### config.mk
export PLATFORM = sky130hd
export DESIGN_NAME = axi4_stream_demux_ctl
export DESIGN_NICKNAME = d
export VERILOG_FILES = /design/src/rtl/axi4_stream_demux_ctl_pkg.sv /design/src/rtl/axi4_stream_rr_next.sv /design/src/rtl/axi4_stream_demux_ctl.sv
export SDC_FILE = /design/constraint.sdc
export NUM_CORES = 1
export LEC_CHECK = 0
export ABC_AREA = 1
export ABC_CLOCK_PERIOD_IN_PS = 7800
export BUFFER_PORTS_ARGS = -buffer_cell sky130_fd_sc_hd__buf_2
export CORE_ASPECT_RATIO = 1.1
export CORE_MARGIN = 3
export CORE_UTILIZATION = 45
export CTS_BUF_LIST = sky130_fd_sc_hd__clkbuf_4
export CTS_CLUSTER_DIAMETER = 60
export CTS_CLUSTER_SIZE = 10
export DETAILED_ROUTE_END_ITERATION = 7
export PLACE_DENSITY = 0.72
export SLEW_MARGIN = 10
export SYNTH_ARGS = -nofsm -noshare
export SYNTH_HDL_FRONTEND = slang
export SYNTH_SLANG_ARGS = --single-unit
### constraint.sdc
create_clock -name clk_i -period 7.8 [get_ports clk_i]
set_clock_uncertainty 0.2 [all_clocks]
set_input_delay 1.56 -clock clk_i [delete_from_list [all_inputs] [get_ports clk_i]]
set_output_delay 1.56 -clock clk_i [all_outputs]
set_load 0.02 [all_outputs]
### src/rtl/axi4_stream_demux_ctl_pkg.sv
`default_nettype none
// ============================================================================
//  Module   : axi4_stream_demux_ctl_pkg
//  Purpose  : Shared types and helpers for the AXI4-Stream demux sequencer.
//             - ctl_state_e   : sequencer state encoding (IDLE / RUN / STOP)
//             - RR_MAX        : widest mask the round-robin helper accepts
//             - rr_next_idx() : next enabled index strictly after `cur`,
//                               wrapping; returns `cur` when it is the only
//                               set bit, and `cur` unchanged for an empty mask
//  Revision : 1.0 - initial release
// ============================================================================
package axi4_stream_demux_ctl_pkg;

  localparam int RR_MAX = 32;

  typedef enum logic [1:0] {
    ST_IDLE = 2'd0,
    ST_RUN  = 2'd1,
    ST_STOP = 2'd2
  } ctl_state_e;

  // Candidates are scanned from the farthest (cur itself, k == sn) to the
  // nearest (k == 1); the last hit wins, so the result is the first enabled
  // index after cur in circular order. The loop bound is a constant so the
  // function unrolls cleanly in synthesis.
  function automatic int rr_next_idx(input logic [RR_MAX-1:0] msk,
                                     input int sn,
                                     input int cur);
    int res;
    int idx;
    res = cur;
    for (int k = RR_MAX; k >= 1; k--) begin
      if (k <= sn) begin
        idx = (cur + k) % sn;
        if (msk[idx]) res = idx;
      end
    end
    return res;
  endfunction

endpackage : axi4_stream_demux_ctl_pkg
`default_nettype wire

### src/rtl/axi4_stream_rr_next.sv
`default_nettype none
// ============================================================================
//  Module   : axi4_stream_rr_next
//  Purpose  : Combinational round-robin finder.
//  Ports    : msk_i [SN] - enable mask
//             cur_i [SW] - current index
//             nxt_o [SW] - next enabled index after cur_i (wrapping)
//             any_o      - at least one mask bit set
//  Revision : 1.0 - initial release
// ============================================================================
module axi4_stream_rr_next
  import axi4_stream_demux_ctl_pkg::*;
#(
  parameter int SN = 2,
  parameter int SW = $clog2(SN)
) (
  input  logic [SN-1:0] msk_i,
  input  logic [SW-1:0] cur_i,
  output logic [SW-1:0] nxt_o,
  output logic          any_o
);

  logic [RR_MAX-1:0] msk_ext;

  assign msk_ext = RR_MAX'(msk_i);
  assign nxt_o   = SW'(rr_next_idx(msk_ext, SN, int'(cur_i)));
  assign any_o   = |msk_i;

endmodule : axi4_stream_rr_next
`default_nettype wire

### src/rtl/axi4_stream_demux_ctl.sv
`default_nettype none
// ============================================================================
//  Module   : axi4_stream_demux_ctl
//  Purpose  : Sequencer for the AXI4-Stream demux select. Spreads consecutive
//             segments of the monitored stream round-robin over the enabled
//             demux outputs; a segment ends after cfg_len_i beats or on TLAST.
//  Ports    : clk_i, rstn_i (sync, active-low), ctl_rst_i/ctl_str_i/ctl_stp_i
//             control pulses, cfg_msk_i/cfg_len_i/cfg_lst_i configuration,
//             mon_vld_i/mon_rdy_i/mon_lst_i stream taps, sel_o demux select,
//             ena_o routing gate, sts_run_o/sts_cnt_o/sts_seg_o status.
//  Options  : AXI4_STREAM_DEMUX_CTL_STS_EN - per-port completed-segment
//             counters on sts_seg_o; otherwise sts_seg_o is tied to zero.
//  Revision : 1.0 - initial release
// ============================================================================
module axi4_stream_demux_ctl
  import axi4_stream_demux_ctl_pkg::*;
#(
  parameter int SN = 2,
  parameter int SW = $clog2(SN),
  parameter int CW = 32
) (
  input  logic             clk_i,
  input  logic             rstn_i,
  input  logic             ctl_rst_i,
  input  logic             ctl_str_i,
  input  logic             ctl_stp_i,
  input  logic [SN-1:0]    cfg_msk_i,
  input  logic [CW-1:0]    cfg_len_i,
  input  logic             cfg_lst_i,
  input  logic             mon_vld_i,
  input  logic             mon_rdy_i,
  input  logic             mon_lst_i,
  output logic [SW-1:0]    sel_o,
  output logic             ena_o,
  output logic             sts_run_o,
  output logic [CW-1:0]    sts_cnt_o,
  output logic [SN*CW-1:0] sts_seg_o
);

  ctl_state_e    state_q, state_d;
  logic [SW-1:0] sel_q, sel_d;
  logic          ena_q, ena_d;
  logic [CW-1:0] cnt_q, cnt_d;

  logic          clr;
  logic          running;
  logic          beat;
  logic          eos;
  logic          msk_any;
  logic [SW-1:0] nxt_idx;
  logic [SW-1:0] first_idx;

  // Hardware and software reset are interchangeable.
  assign clr     = !rstn_i || ctl_rst_i;
  assign running = (state_q != ST_IDLE);
  assign beat    = mon_vld_i && mon_rdy_i;

  // With cfg_len_i == 0 in count mode the segment never ends on count.
  assign eos = running && beat &&
               (cfg_lst_i ? mon_lst_i
                          : ((cfg_len_i != '0) && (cnt_q == cfg_len_i - CW'(1))));

  axi4_stream_rr_next #(
    .SN (SN),
    .SW (SW)
  ) u_rr_next (
    .msk_i (cfg_msk_i),
    .cur_i (sel_q),
    .nxt_o (nxt_idx),
    .any_o (msk_any)
  );

  // Starting the search just after the top index yields the lowest set bit.
  assign first_idx = SW'(rr_next_idx(RR_MAX'(cfg_msk_i), SN, SN - 1));

  // State register
  always_ff @(posedge clk_i) begin
    if (clr) state_q <= ST_IDLE;
    else     state_q <= state_d;
  end

  // Next-state logic
  always_comb begin
    state_d = state_q;
    unique case (state_q)
      ST_IDLE: if (ctl_str_i && !ctl_stp_i && msk_any) state_d = ST_RUN;
      ST_RUN: begin
        if (eos && (ctl_stp_i || !msk_any)) state_d = ST_IDLE;
        else if (ctl_stp_i)                 state_d = ST_STOP;
      end
      ST_STOP: if (eos) state_d = ST_IDLE;
      default: state_d = ST_IDLE;
    endcase
  end

  // Output / datapath next values. sel moves on the edge that completes the
  // eos beat, so the following beat already goes to the new port.
  always_comb begin
    sel_d = sel_q;
    ena_d = ena_q;
    cnt_d = cnt_q;
    unique case (state_q)
      ST_IDLE: begin
        if (state_d == ST_RUN) begin
          sel_d = first_idx;
          ena_d = 1'b1;
          cnt_d = '0;
        end
      end
      ST_RUN, ST_STOP: begin
        if (eos) begin
          cnt_d = '0;
          if (state_d == ST_IDLE) ena_d = 1'b0;
          else                    sel_d = nxt_idx;
        end else if (beat) begin
          cnt_d = cnt_q + CW'(1);
        end
      end
      default: begin
        ena_d = 1'b0;
        cnt_d = '0;
      end
    endcase
  end

  always_ff @(posedge clk_i) begin
    if (clr) begin
      sel_q <= '0;
      ena_q <= 1'b0;
      cnt_q <= '0;
    end else begin
      sel_q <= sel_d;
      ena_q <= ena_d;
      cnt_q <= cnt_d;
    end
  end

  assign sel_o     = sel_q;
  assign ena_o     = ena_q;
  assign sts_run_o = running;
  assign sts_cnt_o = cnt_q;

`ifdef AXI4_STREAM_DEMUX_CTL_STS_EN
  // Segment is credited to the port that carried it (sel before update).
  for (genvar i = 0; i < SN; i++) begin : g_seg
    logic [CW-1:0] seg_q;
    always_ff @(posedge clk_i) begin
      if (clr)                            seg_q <= '0;
      else if (eos && (sel_q == SW'(i)))  seg_q <= seg_q + CW'(1);
    end
    assign sts_seg_o[i*CW +: CW] = seg_q;
  end
`else
  assign sts_seg_o = '0;
`endif

endmodule : axi4_stream_demux_ctl
`default_nettype wire

==> results of run 1 <==
[sequential cells by signal (all words and copies together) (netlist names)]
signal	cells
sel_o	1
sts_cnt_o	32
state_q	2
ena_o	1
[final timing paths]
| path | startpoint | cells after the start | end | slack (ns) |
|---|---|---|---|---|
| min | sts_cnt_o[14] | 2 | sts_cnt_o[14] | 0.34 |
| min reg2reg | sts_cnt_o[14] | 2 | sts_cnt_o[14] | 0.34 |
| max reg2reg | sts_cnt_o[5] | 21 | sts_cnt_o[17] | 4.52 |
| max | cfg_len_i[5] | 23 | sts_cnt_o[17] | 3.08 |
[routing by layer]
metal / global-route usage (%) / up-vias / share of wire [%]
li1: - / 2513 / -
met1: 29.8 / 2086 / 44
met2: 36.5 / 177 / 47
met3: 1.70 / 18 / 6.9
met4: 4.79 / 0 / 1.6
met5: 0 / - / 0
[critical path, delay by kind of cell]
kind	cells	cell delay (ns)
AO/OA/AOI/OAI	1	0.10
buffers and inverters	4	0.92
AND/OR/NAND/NOR	18	2.20
[where the power goes]
group          internal (mW)  switching (mW)  leakage, nW
clock network         0.0668          0.0695       0.0412
registers              0.185         0.00146        0.290
logic                 0.0292          0.0863         1.80
total                  0.281           0.157         2.13
[cell type report]
type	instances	area share, %
Multi-Input combinational cell	662	65.7
Sequential cell	36	15.1
Timing Repair Buffer	77	8.06
Inverter	82	6.44
Tap cell	117	3.06
Clock inverter	3	0.890
Clock buffer	5	0.785
[through the flow]
step	total power, mW	cells
after floorplan	0.301	861
after global placement	0.305	974
after detailed placement	0.305	974
after CTS	0.441	982
after global routing	0.462	982
final	0.438	982
[logic make-up after synthesis]
family | after synthesis | share of synthesized area (%)
AND/OR/NAND/NOR | 492 | 46.9
AO/OA/AOI/OAI | 55 | 7.00
other | 1 | 0.0833
flip-flops | 36 | 16.0
adder cells (fa/ha/maj) | 7 | 1.95
buffers and inverters | 163 | 19.5
XOR/XNOR | 43 | 8.37
multiplexers | 1 | 0.222
[Yosys cell counts, types with 2 or more instances]
| master | number | share of area [%] |
|---|---|---|
| buf_4 | 65 | 11 |
| buf_6 | 2 | 0.50 |
| clkinv_1 | 4 | 0.33 |
| nor2_1 | 121 | 10 |
| ha_1 | 7 | 1.9 |
| buf_2 | 4 | 0.44 |
| a21oi_2 | 4 | 0.78 |
| o21ai_1 | 2 | 0.22 |
| nand2_1 | 242 | 20 |
| xor2_1 | 29 | 5.6 |
| clkbuf_1 | 9 | 0.75 |
| inv_1 | 77 | 6.4 |
| nor2_2 | 10 | 1.4 |
| nand2_2 | 11 | 1.5 |
| nor4_1 | 7 | 0.97 |
| a21oi_1 | 27 | 3.0 |
| o21ai_0 | 18 | 2.0 |
| nand3b_1 | 8 | 1.3 |
| dfxtp_1 | 36 | 16 |
| xnor2_1 | 14 | 2.7 |
| nand4_1 | 12 | 1.7 |
| nand3_2 | 2 | 0.44 |
| nand3_1 | 32 | 3.6 |
| nor3_1 | 44 | 4.9 |
==> flow_metrics.env, run 1 <==
export IMPL_outcome="finished clean"
export IMPL_path_class="in2reg"
export IMPL_synth_area_um2=4500
export IMPL_postCtsSetupRepairBufs=0
export IMPL_cts_tree="yes"
export IMPL_crit_chain="buf_2, nor2_1, nand2_1, nor2_1, nand2_1, nor2_1, nand2_1, nand2_1, nand2_1, nor2_1, nand2_1, nor2_1, nand2_1, nand2_2, nand2_2, inv_1, nor2_1, inv_1, nand2_1, nand2_1, inv_1, o21ai_0, nor2_1"
export IMPL_utilization_pct=50.1
export IMPL_io_pins=142
export IMPL_clk_latency_ns=0.36
export IMPL_die_width_um=101
export IMPL_synth_edf_count=0
export IMPL_h_tree_depth=2
export IMPL_layout_commonest_cell="nand2_1"
export IMPL_core_um2=9540
export IMPL_setup_viol=0
export IMPL_seqCellArea_um2=721
export IMPL_cp_required_ns=7.87
export IMPL_crit_top_cell="nand2_1"
export IMPL_maxCapViolations=0
export IMPL_layout_drive_gt1_share_pct=13.5
export IMPL_whs_ns=0.337
export IMPL_drc_errors=0
export IMPL_drt_iter0_markers=290
export IMPL_grt_max_degree=36
export IMPL_cts_clk_slew_worst_paths_ns=0.13
export IMPL_synthCells=798
export IMPL_cp_arrival_ns=4.79
export IMPL_numPortBuffers=77
export IMPL_cpPeakStageDelay_ns=0.59
export IMPL_p_per_area_nw_per_um2=91.7
export IMPL_synthArstFlopShare_pct=0
export IMPL_routed_wl_um=12500
export IMPL_rsz0062_at_grt="false"
export IMPL_dieArea_um2=11200
export IMPL_initial_utilization_pct=47.2
export IMPL_timing_final_crit_share_pct=60.5
export IMPL_dpl_cell_area_um2=4700
export IMPL_synth_seq_area_share_pct=16.0
export IMPL_die_h_um=111
export IMPL_overflow=0
export IMPL_endpoint_kind="register"
export IMPL_peakVddDrop_mv=0.0684
export IMPL_drv_slew=0
export IMPL_via_count=4794
export IMPL_ys_warn_count=0
export IMPL_gp_congestion=0.976
export IMPL_dp_hpwl_um=10300
export IMPL_cp_max_fo=25
export IMPL_fill_cells=1097
export IMPL_layout_nets=914
export IMPL_clock_root_buffer="clkbuf_4"
export IMPL_hold_buffers=0
export IMPL_fin_tns_setup_ns=0
export IMPL_synth_ff_type="dfxtp_1"
export IMPL_layout_setup_ws_ns=3.08
export IMPL_layout_min_cycle_time_ns=4.72
export IMPL_clock_sinks=36
export IMPL_syn_avg_cell_area_um2=5.64
export IMPL_startpoint_type="input port"
export IMPL_multi_input_area_um2=3140
export IMPL_cts_made_buffers=5
export IMPL_syn2layout_area_growth_pct=6.23
export IMPL_final_antenna_net_count=0
export IMPL_p_leak_nw=2.13
export IMPL_slowest_stage="inv_1"
export IMPL_hold_violations=0
export IMPL_final_cell_mix="242 x nand2_1, 121 x nor2_1, 77 x inv_1, 77 x buf_2, 64 x conb_1"
export IMPL_post_place_ws_ns=2.70
export IMPL_slew_headroom_pct=46.7
export IMPL_cts_resized=0
export IMPL_ys_seq_elements=36
export IMPL_worst_slew_pin_slew_ns=0.798
export IMPL_yosys_cell_types_count=35
export IMPL_grt_total_usage_pct=21.6
export IMPL_grt_first_pass_wirelength_um=20100
export IMPL_antenna_found_initial=0
export IMPL_avgRoutedWirePerCell_um=12.7
export IMPL_routed_via_density=4.88
export IMPL_rows=37
export IMPL_diodes=0
export IMPL_cts_buffer_depth=2
export IMPL_first_global_vias=4138
export IMPL_final_cell_area_um2=4780
export IMPL_fmax_ghz=0.212
export IMPL_min_path_type="reg2reg"
export IMPL_dr_pass1_iters=6
Note: power is estimated with default switching activity, not from simulation.
==> run 2, diff against run 1 <==
ABC_AREA = 0   (was 1)
ABC_CLOCK_PERIOD_IN_PS = 3950   (was 7800)
PLACE_DENSITY = 0.77   (was 0.72)
clock period = 3.95 ns   (was 7.8 ns; I/O delays follow)
==> flow_metrics.env, run 2 <==
export IMPL_outcome="complete, but fails checks"
export IMPL_violations="setup timing"
export IMPL_setup_viol=2
export IMPL_dp_hpwl_um=9130
export IMPL_cts_buffer_depth=2
export IMPL_cts_made_buffers=5
export IMPL_ys_warn_count=0
export IMPL_rsz0062_at_grt="true"
export IMPL_syn2layout_area_growth_pct=30.9
export IMPL_startpoint="cfg_len_i[18]"
export IMPL_synth_common_cells="64 x buf_4, 52 x nor2_1, 52 x xnor2_1, 36 x dfxtp_1, 26 x nand2_1"
export IMPL_p_leak_nw=2.08
export IMPL_initial_utilization_pct=47.3
export IMPL_die_h_um=103
export IMPL_p_int_uw=554
export IMPL_r2r_end="sts_cnt_o[17]"
export IMPL_critPathTopFamily="simple AND/OR/NAND/NOR gates"
export IMPL_reg2reg_from="sts_cnt_o[8]"
export IMPL_cp_required_ns=4.00
export IMPL_worst_slew_pin_slew_ns=1.01
export IMPL_layout_commonest_cell="buf_2"
export IMPL_overflow=0
export IMPL_layout_min_cycle_time_ns=3.98
export IMPL_first_global_vias=3764
export IMPL_min_path_type="reg2reg"
export IMPL_clock_root_buffer="clkbuf_4"
export IMPL_fin_cells=748
export IMPL_crit_chain="buf_8, or4_4, or3_1, a2111o_1, a211oi_2, nand4_1, or3_1, o31ai_4, o21a_4, buf_12, buf_4, nor3_2, xnor2_1, nor2_1"
export IMPL_synthArstFlopShare_pct=0
export IMPL_synth_seq_area_share_pct=18.9
export IMPL_via_count=4101
export IMPL_layout_nets=690
export IMPL_maxCapViolations=0
export IMPL_placed_cells=734
export IMPL_drc_errors=0
export IMPL_grt_first_pass_wirelength_um=17600
export IMPL_synth_area_um2=3820
export IMPL_yosys_cell_types_count=66
export IMPL_slowest_stage="or4_4"
export IMPL_endpoint_kind="register"
export IMPL_routed_via_density=5.48
export IMPL_fmax_ghz=0.251
export IMPL_hp_start="ena_o"
export IMPL_h_tree_depth=2
export IMPL_rows=34
export IMPL_routed_wl_um=11700
export IMPL_p_per_area_nw_per_um2=174
export IMPL_ys_seq_elements=36
export IMPL_syn_avg_cell_area_um2=7.77
export IMPL_cpPeakStageDelay_ns=0.52
export IMPL_drv_slew=0
export IMPL_crit_end="sts_cnt_o[17]"
export IMPL_p_switching_uw=316
export IMPL_gp_congestion=0.934
export IMPL_dr_pass1_iters=5
export IMPL_diodes=0
export IMPL_drt_iter0_markers=225
export IMPL_path_class="in2reg"
export IMPL_die_width_um=93.9
export IMPL_grt_max_degree=16
export IMPL_crit_top_cell="or3_1"
export IMPL_cts_tree="yes"
export IMPL_hold_buffers=0
export IMPL_p_clk_share_pct=23.0
export IMPL_synth_most_common_cell="buf_4"
export IMPL_antenna_found_initial=0
export IMPL_synth_edf_count=0
export IMPL_avgRoutedWirePerCell_um=15.6
export IMPL_timing_final_crit_share_pct=101
export IMPL_synth_largest_area_cell="dfxtp_1"
export IMPL_switching_share_pct=36.3
export IMPL_io_pins=142
export IMPL_worstRegToRegCells=13
export IMPL_power_frac_comb_pct=34.8
export IMPL_cp_arrival_ns=4.02
export IMPL_clock_sinks=36
export IMPL_p_total_uw=870
export IMPL_hold_violations=0
export IMPL_dieArea_um2=9630
export IMPL_crit_buf_inv=3
export IMPL_final_antenna_net_count=0
export IMPL_numPortBuffers=77
export IMPL_startpoint_type="input port"
export IMPL_grt_total_usage_pct=22.5
export IMPL_p_seq_share_pct=42.2
export IMPL_layout_setup_ws_ns=-0.0268
export IMPL_slew_headroom_pct=32.5
export IMPL_cts_clk_slew_worst_paths_ns=0.12
export IMPL_utilization_pct=61.9
export IMPL_cp_depth=14
export IMPL_largest_reg_flops=32
export IMPL_peakVddDrop_mv=0.121
export IMPL_final_cell_mix="75 x buf_2, 72 x buf_4, 64 x conb_1"
export IMPL_layout_drive_gt1_share_pct=34.4
export IMPL_clk_latency_ns=0.34
export IMPL_core_um2=8080
export IMPL_synth_area_leaders="dfxtp_1 19%, buf_4 13%, xnor2_1 12%, nor2_1 5.1%, nor4_1 2.9%"
export IMPL_synthCells=492
export IMPL_cp_max_fo=6
export IMPL_synth_top_area_share_pct=18.9
export IMPL_synth_ff_type="dfxtp_1"
export IMPL_ff2ff_setup_slack_ns=0.46
run 2: cell count changes in the layout (fill, tap and decap cells not counted), moves of 18 or more:
cell / delta
xor2_1: -18
nand2_1: -216
buf_4: +72
nor3_1: -30
a21oi_1: -19
inv_1: -64
nor2_1: -69
xnor2_1: +38
run 2: worst min-delay path by stage:
stage                  to  slack [ns]  cells past startpoint
finish              ena_o        0.29                      2
detailed placement  ena_o        0.28                      2
CTS                 ena_o        0.29                      2
floorplan           ena_o        0.34                      2
global placement    ena_o        0.25                      2
global route        ena_o        0.29                      2
run 2: metal layers:
| metal | track usage, % | routed length, µm | up-vias |
|---|---|---|---|
| li1 | - | - | 1947 |
| met1 | 28.0 | 4760 | 1925 |
| met2 | 39.3 | 5790 | 202 |
| met3 | 3.50 | 877 | 27 |
| met4 | 8.00 | 273 | 0 |
| met5 | 0 | 0 | - |
run 2: cell type report:
| class | instances | area, µm² |
|---|---|---|
| clock buffers | 6 | 45.0 |
| fillers | 705 | 3080 |
| inverters | 15 | 56.3 |
| well taps | 108 | 135 |
| clock inverters | 1 | 5.00 |
| repair buffers | 156 | 1080 |
| multi-input cells | 426 | 2960 |
| flip-flops and latches | 36 | 721 |
run 2: kinds of logic after synthesis:
family	count (synthesis)	share of synthesized area [%]
adders and majority gates	7	2.29
AOI/OAI and AO/OA	73	14.2
buffers and inverters	93	16.6
other	1	0.0981
muxes	3	0.786
DFF	36	18.9
and+or+nand+nor	216	32.7
xor gates and xnor gates	63	14.4
run 2: power by group through the flow:
stage / Sequential (mW) / Clock [mW] / Combinational [mW]
2_1_floorplan: 0.377 / 0 / 0.212
3_3_place_gp: 0.375 / 0 / 0.263
3_5_place_dp: 0.375 / 0 / 0.268
4_1_cts: 0.367 / 0.204 / 0.270
5_1_grt: 0.367 / 0.217 / 0.325
6_report: 0.367 / 0.200 / 0.303
run 2: worst min-delay path, cell delays in order (launching register included):
cell     delay [ns]
dfxtp_1        0.33
nand2_1        0.05
mux2i_1        0.06
run 2: through the flow:
stage	hold WS (ns)	cell area, µm²	setup slack, ns	TNS (ns)
after floorplan	0.336	4120	-0.0802	-1.69
after global placement	0.249	4630	-0.380	-11.93
after detailed placement	0.276	4630	-0.400	-11.74
after CTS	0.292	4710	-0.00398	-0.00501
after global routing	0.292	5000	-0.0828	-2.00
final	0.285	5000	-0.0268	-0.0339
run 2: what timing repair did:
action                     CTS  global route
setup endpoints to repair    5            34
setup buffers                0             6
gates cloned                 0             1
pin swaps                    0            15
gates resized for setup      4            36
